===== src/rtl/mem_wb_pipe.sv =====
// ---------------------------------------------------------------------------
// mem_wb_pipe
//   MEM/WB pipeline register of a 5-stage MIPS pipeline. Captures the MEM-stage
//   results and control on every rising clock edge and presents them to the
//   WB stage one cycle later. op_out is the select of the downstream JAL
//   writeback muxes and link_out (PC+8) is their link-data input.
//
//   Edge priority: rst (asynchronous) > flush > stall > load.
//     flush          : stage becomes a bubble (all payload/control zero)
//     stall          : every output, including retire_cnt, holds
//     load, !valid   : bubble, retire_cnt unchanged
//     load, valid    : capture inputs, link = pc4 + 4, retire_cnt + 1
//
//   Ports
//     clk, rst                  clock, asynchronous active-high reset
//     stall, flush              pipeline control
//     in_valid                  MEM stage holds a real instruction
//     op_in, regwrite_in,
//     memtoreg_in, alu_in,
//     mem_in, pc4_in, rd_in     MEM-stage results and control
//     valid_out, op_out,
//     regwrite_out, memtoreg_out,
//     alu_out, mem_out,
//     link_out, rd_out          registered WB-stage view
//     retire_cnt                instructions that have entered WB
//
//   Every output comes straight from a flop; there is no combinational path
//   from any input to any output.
// ---------------------------------------------------------------------------
module mem_wb_pipe #(
    parameter int         bitwidth = 32,
    parameter logic [5:0] JAL_OP   = 6'b000011
) (
    input  logic                clk,
    input  logic                rst,
    input  logic                stall,
    input  logic                flush,
    input  logic                in_valid,
    input  logic [5:0]          op_in,
    input  logic                regwrite_in,
    input  logic                memtoreg_in,
    input  logic [bitwidth-1:0] alu_in,
    input  logic [bitwidth-1:0] mem_in,
    input  logic [bitwidth-1:0] pc4_in,
    input  logic [4:0]          rd_in,
    output logic                valid_out,
    output logic [5:0]          op_out,
    output logic                regwrite_out,
    output logic                memtoreg_out,
    output logic [bitwidth-1:0] alu_out,
    output logic [bitwidth-1:0] mem_out,
    output logic [bitwidth-1:0] link_out,
    output logic [4:0]          rd_out,
    output logic [31:0]         retire_cnt
);

    // PC+4 -> PC+8; the carry out of the top bit is deliberately dropped so
    // the link value wraps modulo 2^bitwidth.
    function automatic logic [bitwidth-1:0] link_addr(input logic [bitwidth-1:0] pc4);
        logic [bitwidth-1:0] four;
        four = {{(bitwidth-3){1'b0}}, 3'b100};
        return pc4 + four;
    endfunction

    // Writes to $zero are dropped, except for JAL: its rd field is 0 but the
    // writeback mux retargets the write to $31, so the enable must survive.
    function automatic logic gated_regwrite(input logic       regwrite,
                                            input logic [4:0] rd,
                                            input logic [5:0] op);
        logic rd_is_zero;
        logic is_jal;
        rd_is_zero = (rd == 5'd0);
        is_jal     = (op == JAL_OP);
        return regwrite & ~(rd_is_zero & ~is_jal);
    endfunction

    logic                valid_q,    valid_d;
    logic [5:0]          op_q,       op_d;
    logic                regwrite_q, regwrite_d;
    logic                memtoreg_q, memtoreg_d;
    logic [bitwidth-1:0] alu_q,      alu_d;
    logic [bitwidth-1:0] mem_q,      mem_d;
    logic [bitwidth-1:0] link_q,     link_d;
    logic [4:0]          rd_q,       rd_d;
    logic [31:0]         retire_cnt_q, retire_cnt_d;

    logic                load_s;
    logic                retire_s;

    // Decode the edge action: a load happens only when neither flush nor
    // stall is active; a retirement is a load of a real instruction.
    always_comb begin
        load_s   = ~flush & ~stall;
        retire_s = load_s & in_valid;
    end

    // Next-state for the stage payload and control.
    always_comb begin
        valid_d    = valid_q;
        op_d       = op_q;
        regwrite_d = regwrite_q;
        memtoreg_d = memtoreg_q;
        alu_d      = alu_q;
        mem_d      = mem_q;
        link_d     = link_q;
        rd_d       = rd_q;
        if (flush || (load_s && !in_valid)) begin
            // Bubble: op_d=0 also steers the JAL muxes to their normal input.
            valid_d    = 1'b0;
            op_d       = 6'd0;
            regwrite_d = 1'b0;
            memtoreg_d = 1'b0;
            alu_d      = {bitwidth{1'b0}};
            mem_d      = {bitwidth{1'b0}};
            link_d     = {bitwidth{1'b0}};
            rd_d       = 5'd0;
        end else if (retire_s) begin
            valid_d    = 1'b1;
            op_d       = op_in;
            regwrite_d = gated_regwrite(regwrite_in, rd_in, op_in);
            memtoreg_d = memtoreg_in;
            alu_d      = alu_in;
            mem_d      = mem_in;
            link_d     = link_addr(pc4_in);
            rd_d       = rd_in;
        end else begin
            // Stall: keep everything (defaults already hold the state).
            valid_d    = valid_q;
        end
    end

    // Next-state for the retired-instruction counter (wraps naturally).
    always_comb begin
        if (retire_s) begin
            retire_cnt_d = retire_cnt_q + 32'd1;
        end else begin
            retire_cnt_d = retire_cnt_q;
        end
    end

    // Stage registers with asynchronous clear.
    always_ff @(posedge clk or posedge rst) begin
        if (rst) begin
            valid_q      <= 1'b0;
            op_q         <= 6'd0;
            regwrite_q   <= 1'b0;
            memtoreg_q   <= 1'b0;
            alu_q        <= {bitwidth{1'b0}};
            mem_q        <= {bitwidth{1'b0}};
            link_q       <= {bitwidth{1'b0}};
            rd_q         <= 5'd0;
            retire_cnt_q <= 32'd0;
        end else begin
            valid_q      <= valid_d;
            op_q         <= op_d;
            regwrite_q   <= regwrite_d;
            memtoreg_q   <= memtoreg_d;
            alu_q        <= alu_d;
            mem_q        <= mem_d;
            link_q       <= link_d;
            rd_q         <= rd_d;
            retire_cnt_q <= retire_cnt_d;
        end
    end

    assign valid_out    = valid_q;
    assign op_out       = op_q;
    assign regwrite_out = regwrite_q;
    assign memtoreg_out = memtoreg_q;
    assign alu_out      = alu_q;
    assign mem_out      = mem_q;
    assign link_out     = link_q;
    assign rd_out       = rd_q;
    assign retire_cnt   = retire_cnt_q;

endmodule


===== config.mk =====
export PLATFORM = sky130hd
export DESIGN_NAME = mem_wb_pipe
export DESIGN_NICKNAME = d
export VERILOG_FILES = /design/src/rtl/mem_wb_pipe.sv
export SDC_FILE = /design/constraint.sdc
export NUM_CORES = 1
export LEC_CHECK = 0
export ABC_AREA = 0
export CORE_ASPECT_RATIO = 1.2
export CORE_MARGIN = 3
export CORE_UTILIZATION = 45
export CTS_CLUSTER_SIZE = 25
export DETAILED_ROUTE_END_ITERATION = 6
export PLACE_DENSITY = 0.84
export SYNTH_ARGS = -nofsm -noshare
export SYNTH_HDL_FRONTEND = slang
export SYNTH_SLANG_ARGS = --single-unit

===== constraint.sdc =====
create_clock -name clk -period 10.6 [get_ports clk]
set_input_delay 2.65 -clock clk [delete_from_list [all_inputs] [get_ports clk]]
set_output_delay 2.65 -clock clk [all_outputs]
set_load 0.01 [all_outputs]

* Word-level counts from Yosys, hierarchy flattened
Cells that the tools add are included.
** Storage, ports and cells
- Output and inout bits :: 142
- Flip-flop bits (word level) :: 142
- Word-level logic and storage cells :: 41
** Cells by class
- Mux-type cells :: 16
- Reductions and logical operators :: 5
- Equal/unequal tests :: 1
- Bitwise logic cells :: 8
- Add/sub/neg operators :: 2
** Operators with widths (count)
- 2-to-1 mux 32 bit :: 6
- adder 32 x 1 -> 32 bit (second input constant) :: 1
- adder 32 x 3 -> 32 bit (second input constant) :: 1
- 2-to-1 mux 6 bit :: 2
- 2-to-1 mux 5 bit :: 2
- == test 6 x 2 -> 1 bit (second input constant) :: 1
- 2-to-1 mux 1 bit :: 6
- logical NOT 5 bit :: 1
- AND 1 bit :: 4
- NOT 1 bit :: 4
- nonzero test 2 bit :: 1
- logical AND 1 bit :: 1
- logical NOT 1 bit :: 1
- logical OR 1 bit :: 1

* Longest topological paths before layout
- Word-level depth :: 7
- Mapped depth :: 7
- Mapped depth without buffers :: 6

* Worst setup path before layout
OpenSTA, ideal clock, no wires.
- Path kind :: input to register
- From :: input stall
- To :: register retire_cnt_q[31], in the netlist retire_cnt[31]
- Slack :: 6.524 ns
- Arrival time :: 3.951 ns
- Required time :: 10.476 ns
- Setup time :: 0.124 ns
- Path buffers :: 2
- Stages on the path :: 7
- Path through :: or3b_1 > buf_2 > nor3_4 > and4_1 > buf_4 > nand4_1 > xnor2_1
** Between the ends
- Word-level cells in the longest chain between the ends :: 3
** RTL lines
- start: declaration :: line 36 : input logic stall,
- NOT 1 bit :: line 93 : load_s = ~flush & ~stall;
- AND 1 bit :: line 93
- AND 1 bit :: line 94 : retire_s = load_s & in_valid;
- end signal: assignment :: line 162 : retire_cnt_q <= retire_cnt_d;
- end: declaration :: line 85 : logic [31:0] retire_cnt_q, retire_cnt_d;
No other way between the ends.
A chain may end at the register's enable or synchronous reset.

* Worst setup path in the final report
- From :: input stall
- To :: register link_q[11], in the netlist link_out[11]
** Between the ends
- Word-level cells in the longest chain between the ends :: 5
- Elaborated cells on any way between the ends :: 7
- Classes of those cells :: mux (1); bitwise (3); reduce/logical (3)
** RTL lines
- NOT 1 bit * :: line 93
- AND 1 bit * :: line 93
- logical AND 1 bit :: line 107 : if (flush || (load_s && !in_valid)) begin
- logical OR 1 bit :: line 107
- 2-to-1 mux 32 bit / nonzero test 2 bit (equally long branches)
- end signal: assignment :: line 150 : link_q <= {bitwidth{1'b0}};
- end signal: assignment :: line 160 : link_q <= link_d;
- end: declaration :: line 83 : logic [bitwidth-1:0] link_q, link_d;
Mark *: on every way between the ends. The rest lies on a longest branch, timed or not.

==> flow_results.xml <==
<?xml version="1.0" encoding="UTF-8"?>
<metrics>
  <group name="status">
    <metric name="outcome" unit="">completed</metric>
  </group>
  <group name="place">
    <metric name="place_congestion" unit="">0.847</metric>
    <metric name="placed_cell_area" unit="µm²">8560</metric>
    <metric name="io_buffer_count" unit="">255</metric>
    <metric name="dpl.hpwl" unit="µm">12100</metric>
  </group>
  <group name="logic_synthesis">
    <metric name="synth_top_family_by_area" unit="">compound AO/OA/AOI/OAI gates</metric>
    <metric name="syn_avg_cell_area" unit="µm²">11.9</metric>
    <metric name="synth.yosys.seq_area_share" unit="%">60.6</metric>
    <metric name="synth-adder-area-share" unit="%">0.427</metric>
    <metric name="synthXorXnorAreaFrac" unit="%">8.81</metric>
    <metric name="yosysTopAreaCell" unit="">dfrtp_1</metric>
    <metric name="yosys.area_share.simple" unit="%">13.0</metric>
    <metric name="syn_inst" unit="">493</metric>
    <metric name="yosysTopAreaCellShare" unit="%">60.6</metric>
    <metric name="synth_top_cells_by_area" unit="">dfrtp_1 61%, a22o_1 12%, xnor2_1 6.0%, nand2_1 3.3%, xor2_1 2.8%</metric>
    <metric name="synth-edff-count" unit="">0</metric>
    <metric name="synthesized_nets" unit="">609</metric>
    <metric name="netlist-cell-type-count" unit="">30</metric>
    <metric name="async_reset_ff_share" unit="%">100</metric>
    <metric name="cell_area_after_technology_mapping" unit="µm²">5870</metric>
    <metric name="synth.mux.area_fraction" unit="%">0.171</metric>
    <metric name="ys_seq_elements" unit="">142</metric>
    <metric name="synth-compound-area-share" unit="%">14.5</metric>
    <metric name="synth-warning-count" unit="">0</metric>
    <metric name="synth_ff_type" unit="">dfrtp_1</metric>
  </group>
  <group name="setup_path">
    <metric name="setup.worst_path.start_class" unit="">primary input</metric>
    <metric name="worstRegToRegCells" unit="">6</metric>
    <metric name="crit_path_end_kind" unit="">register</metric>
    <metric name="cp_data_required_time" unit="ps">10910</metric>
    <metric name="timing.setup.critical_path_class" unit="">primary input to register</metric>
    <metric name="cp.arrival" unit="ps">5250</metric>
    <metric name="crit_fanout" unit="">58</metric>
  </group>
  <group name="drt">
    <metric name="detailedRoute.firstPassIterationCount" unit="">4</metric>
    <metric name="vias" unit="">5011</metric>
    <metric name="detail_route.wirelength" unit="µm">17300</metric>
    <metric name="avgViaCountPerCell" unit="">5.46</metric>
    <metric name="ant_nets" unit="">0</metric>
    <metric name="residual_drc" unit="">0</metric>
    <metric name="route.detailed.wl_per_inst" unit="µm">18.8</metric>
    <metric name="drtIter0Drc" unit="">285</metric>
  </group>
  <group name="global_route">
    <metric name="vias_in_the_first_global_route" unit="">5112</metric>
    <metric name="largest_net_degree_at_the_start_of_global_routing" unit="">75</metric>
    <metric name="grt.overflow.total" unit="">0</metric>
    <metric name="grt_use_total" unit="%">23.3</metric>
    <metric name="number_of_antenna_violations_at_the_first_check_in_global_routing" unit="">0</metric>
    <metric name="first_pass_grt_wire_length" unit="µm">26000</metric>
  </group>
  <group name="hold_path">
    <metric name="hp-class" unit="">register to register</metric>
    <metric name="hold_depth" unit="">2</metric>
  </group>
  <group name="pwr">
    <metric name="power_dens_cells" unit="nW/µm²">152</metric>
    <metric name="total_power" unit="mW">1.39</metric>
    <metric name="power.static_leakage" unit="nW">3.97</metric>
    <metric name="vdd.ir_drop.worst" unit="mV">0.0880</metric>
  </group>
  <group name="floorplanning">
    <metric name="io_pins" unit="">256</metric>
    <metric name="initial_utilization" unit="%">46.1</metric>
    <metric name="design.core.area" unit="µm²">12700</metric>
    <metric name="die_height" unit="µm">131</metric>
    <metric name="die_area" unit="µm²">14400</metric>
    <metric name="std_cell_rows" unit="">45</metric>
    <metric name="fp.dieW" unit="µm">110</metric>
  </group>
  <group name="clock_network">
    <metric name="tritoncts" unit="">built</metric>
    <metric name="cts.sinks" unit="">142</metric>
    <metric name="ctsHoldBuffers" unit="">0</metric>
    <metric name="cts.clk_slew.worst_paths" unit="ps">60</metric>
    <metric name="clockBufferDepth" unit="">2</metric>
    <metric name="tritoncts.num_buffers" unit="">17</metric>
    <metric name="clock_tree.htree_level_count" unit="">4</metric>
    <metric name="clk_root_buffer_cell" unit="">clkbuf_16</metric>
    <metric name="postCtsResizedCells" unit="">0</metric>
    <metric name="clk_latency" unit="ps">410</metric>
    <metric name="cts_setup_buffers" unit="">0</metric>
  </group>
  <group name="sta">
    <metric name="final-hold-violation-count" unit="">0</metric>
    <metric name="finalWorstPathRequiredPeriod" unit="ps">4940</metric>
    <metric name="count_of_final_max_slew_check_failures" unit="">0</metric>
    <metric name="actual_slew_at_the_worst_max_slew_pin" unit="ps">1320</metric>
    <metric name="skew" unit="ps">7.11</metric>
    <metric name="setup_viol_count_final" unit="">0</metric>
    <metric name="worst_slew_margin_rel" unit="%">11.9</metric>
    <metric name="min_period_over_period" unit="%">46.6</metric>
    <metric name="fmax" unit="MHz">203</metric>
    <metric name="grt_setup_unrepaired" unit="">false</metric>
    <metric name="setup_total_negative_slack" unit="ps">0</metric>
  </group>
  <group name="final_layout">
    <metric name="design_area" unit="µm²">9170</metric>
    <metric name="layout_common_cells" unit="">255 x clkdlybuf4s50_1, 142 x dfrtp_1, 80 x a22o_1, 52 x nand2_1, 40 x xnor2_1</metric>
    <metric name="fill_cells" unit="">878</metric>
    <metric name="layout.cells.most_common" unit="">clkdlybuf4s50_1</metric>
    <metric name="n_antenna_cell" unit="">0</metric>
    <metric name="final_net_count" unit="">858</metric>
    <metric name="post_route_cells_drive_above_1_share" unit="%">5.31</metric>
    <metric name="area_delta_synth_final" unit="%">56.4</metric>
  </group>
  <group name="run">
    <metric name="timing.max_cap.violations" unit="">0</metric>
  </group>
</metrics>
final cells by class:
class                      instances  area (µm²)  area share [%]
clock buffer                      18         429            4.68
clock inverter                    13         188            2.05
inverter                           9        38.8           0.423
multi-input combinational        313        2180            23.7
sequential                       142        3550            38.7
tap                              164         205            2.24
timing repair buffer             259        2580            28.2
metal layers:
layer | routed length, µm | vias up | track usage [%]
met1 | 6360 | 2495 | 26.4
met2 | 8960 | 221 | 40.6
met3 | 1580 | 28 | 8.38
met5 | 0 | - | 0
met4 | 385 | 0 | 8.19
li1 | - | 2267 | -
state kept, by name (all words and copies together), names as in the netlist:
signal and flops:
link_out 32, mem_out 32, regwrite_out 1, alu_out 32, op_out 6, memtoreg_out 1
retire_cnt 32, valid_out 1, rd_out 5
metrics by stage:
stage / hold slack (ps) / instances / utilization [%] / setup slack [ps]
final: 478 / 918 / 72.1 / 5660
after global placement: 458 / 887 / 67.2 / 5480
after global routing: 508 / 918 / 72.1 / 5490
after floorplan: 507 / 493 / - / 4140
after CTS: 482 / 918 / 72.1 / 5720
after detailed placement: 464 / 887 / 67.2 / 5350
cell usage after synthesis (7+ instances only):
library cell,instances
a22o_1,80
and3_1,9
and4_1,7
clkbuf_1,24
dfrtp_1,142
inv_1,9
nand2_1,52
nand3_1,22
nand4_1,10
nor2_1,11
nor3_1,12
nor4_1,7
o21ai_0,28
xnor2_1,40
xor2_1,19
critical path, stage by stage:
cell and delay, ps:
clkdlybuf4s50_1 610, nor2b_4 1090, buf_4 620, nand2_1 110
o21ai_0 90
where the power goes:
group / internal (mW) / switching, mW
Clock: 0.394 / 0.229
Sequential: 0.567 / 0.0235
Combinational: 0.102 / 0.0758
kinds of logic (layout without fill, tap and decap cells):
group | count (synthesis) | count (layout)
compound gates | 109 | 109
xor+xnor | 59 | 59
fa+ha+maj | 2 | 2
buf+inv | 38 | 299
flops | 142 | 142
mux | 1 | 1
simple gates | 142 | 142
path summary, 6_finish.rpt:
| path | from | to | slack [ps] |
|---|---|---|---|
| worst max register to register | retire_cnt[0]$_DFFE_PP0P_ | retire_cnt[26]$_DFFE_PP0P_ | 8670 |
| worst min register to register | link_out[29]$_DFFE_PP0P_ | link_out[29]$_DFFE_PP0P_ | 480 |
| worst max-delay path | stall | link_out[11]$_DFFE_PP0P_ | 5660 |
| max in group asynchronous | rst | link_out[8]$_DFFE_PP0P_ | 6520 |
| min in group asynchronous | rst | mem_out[14]$_DFFE_PP0P_ | 2700 |
| worst min-delay path | link_out[29]$_DFFE_PP0P_ | link_out[29]$_DFFE_PP0P_ | 480 |
Note: power is estimated with default switching activity, not from simulation.
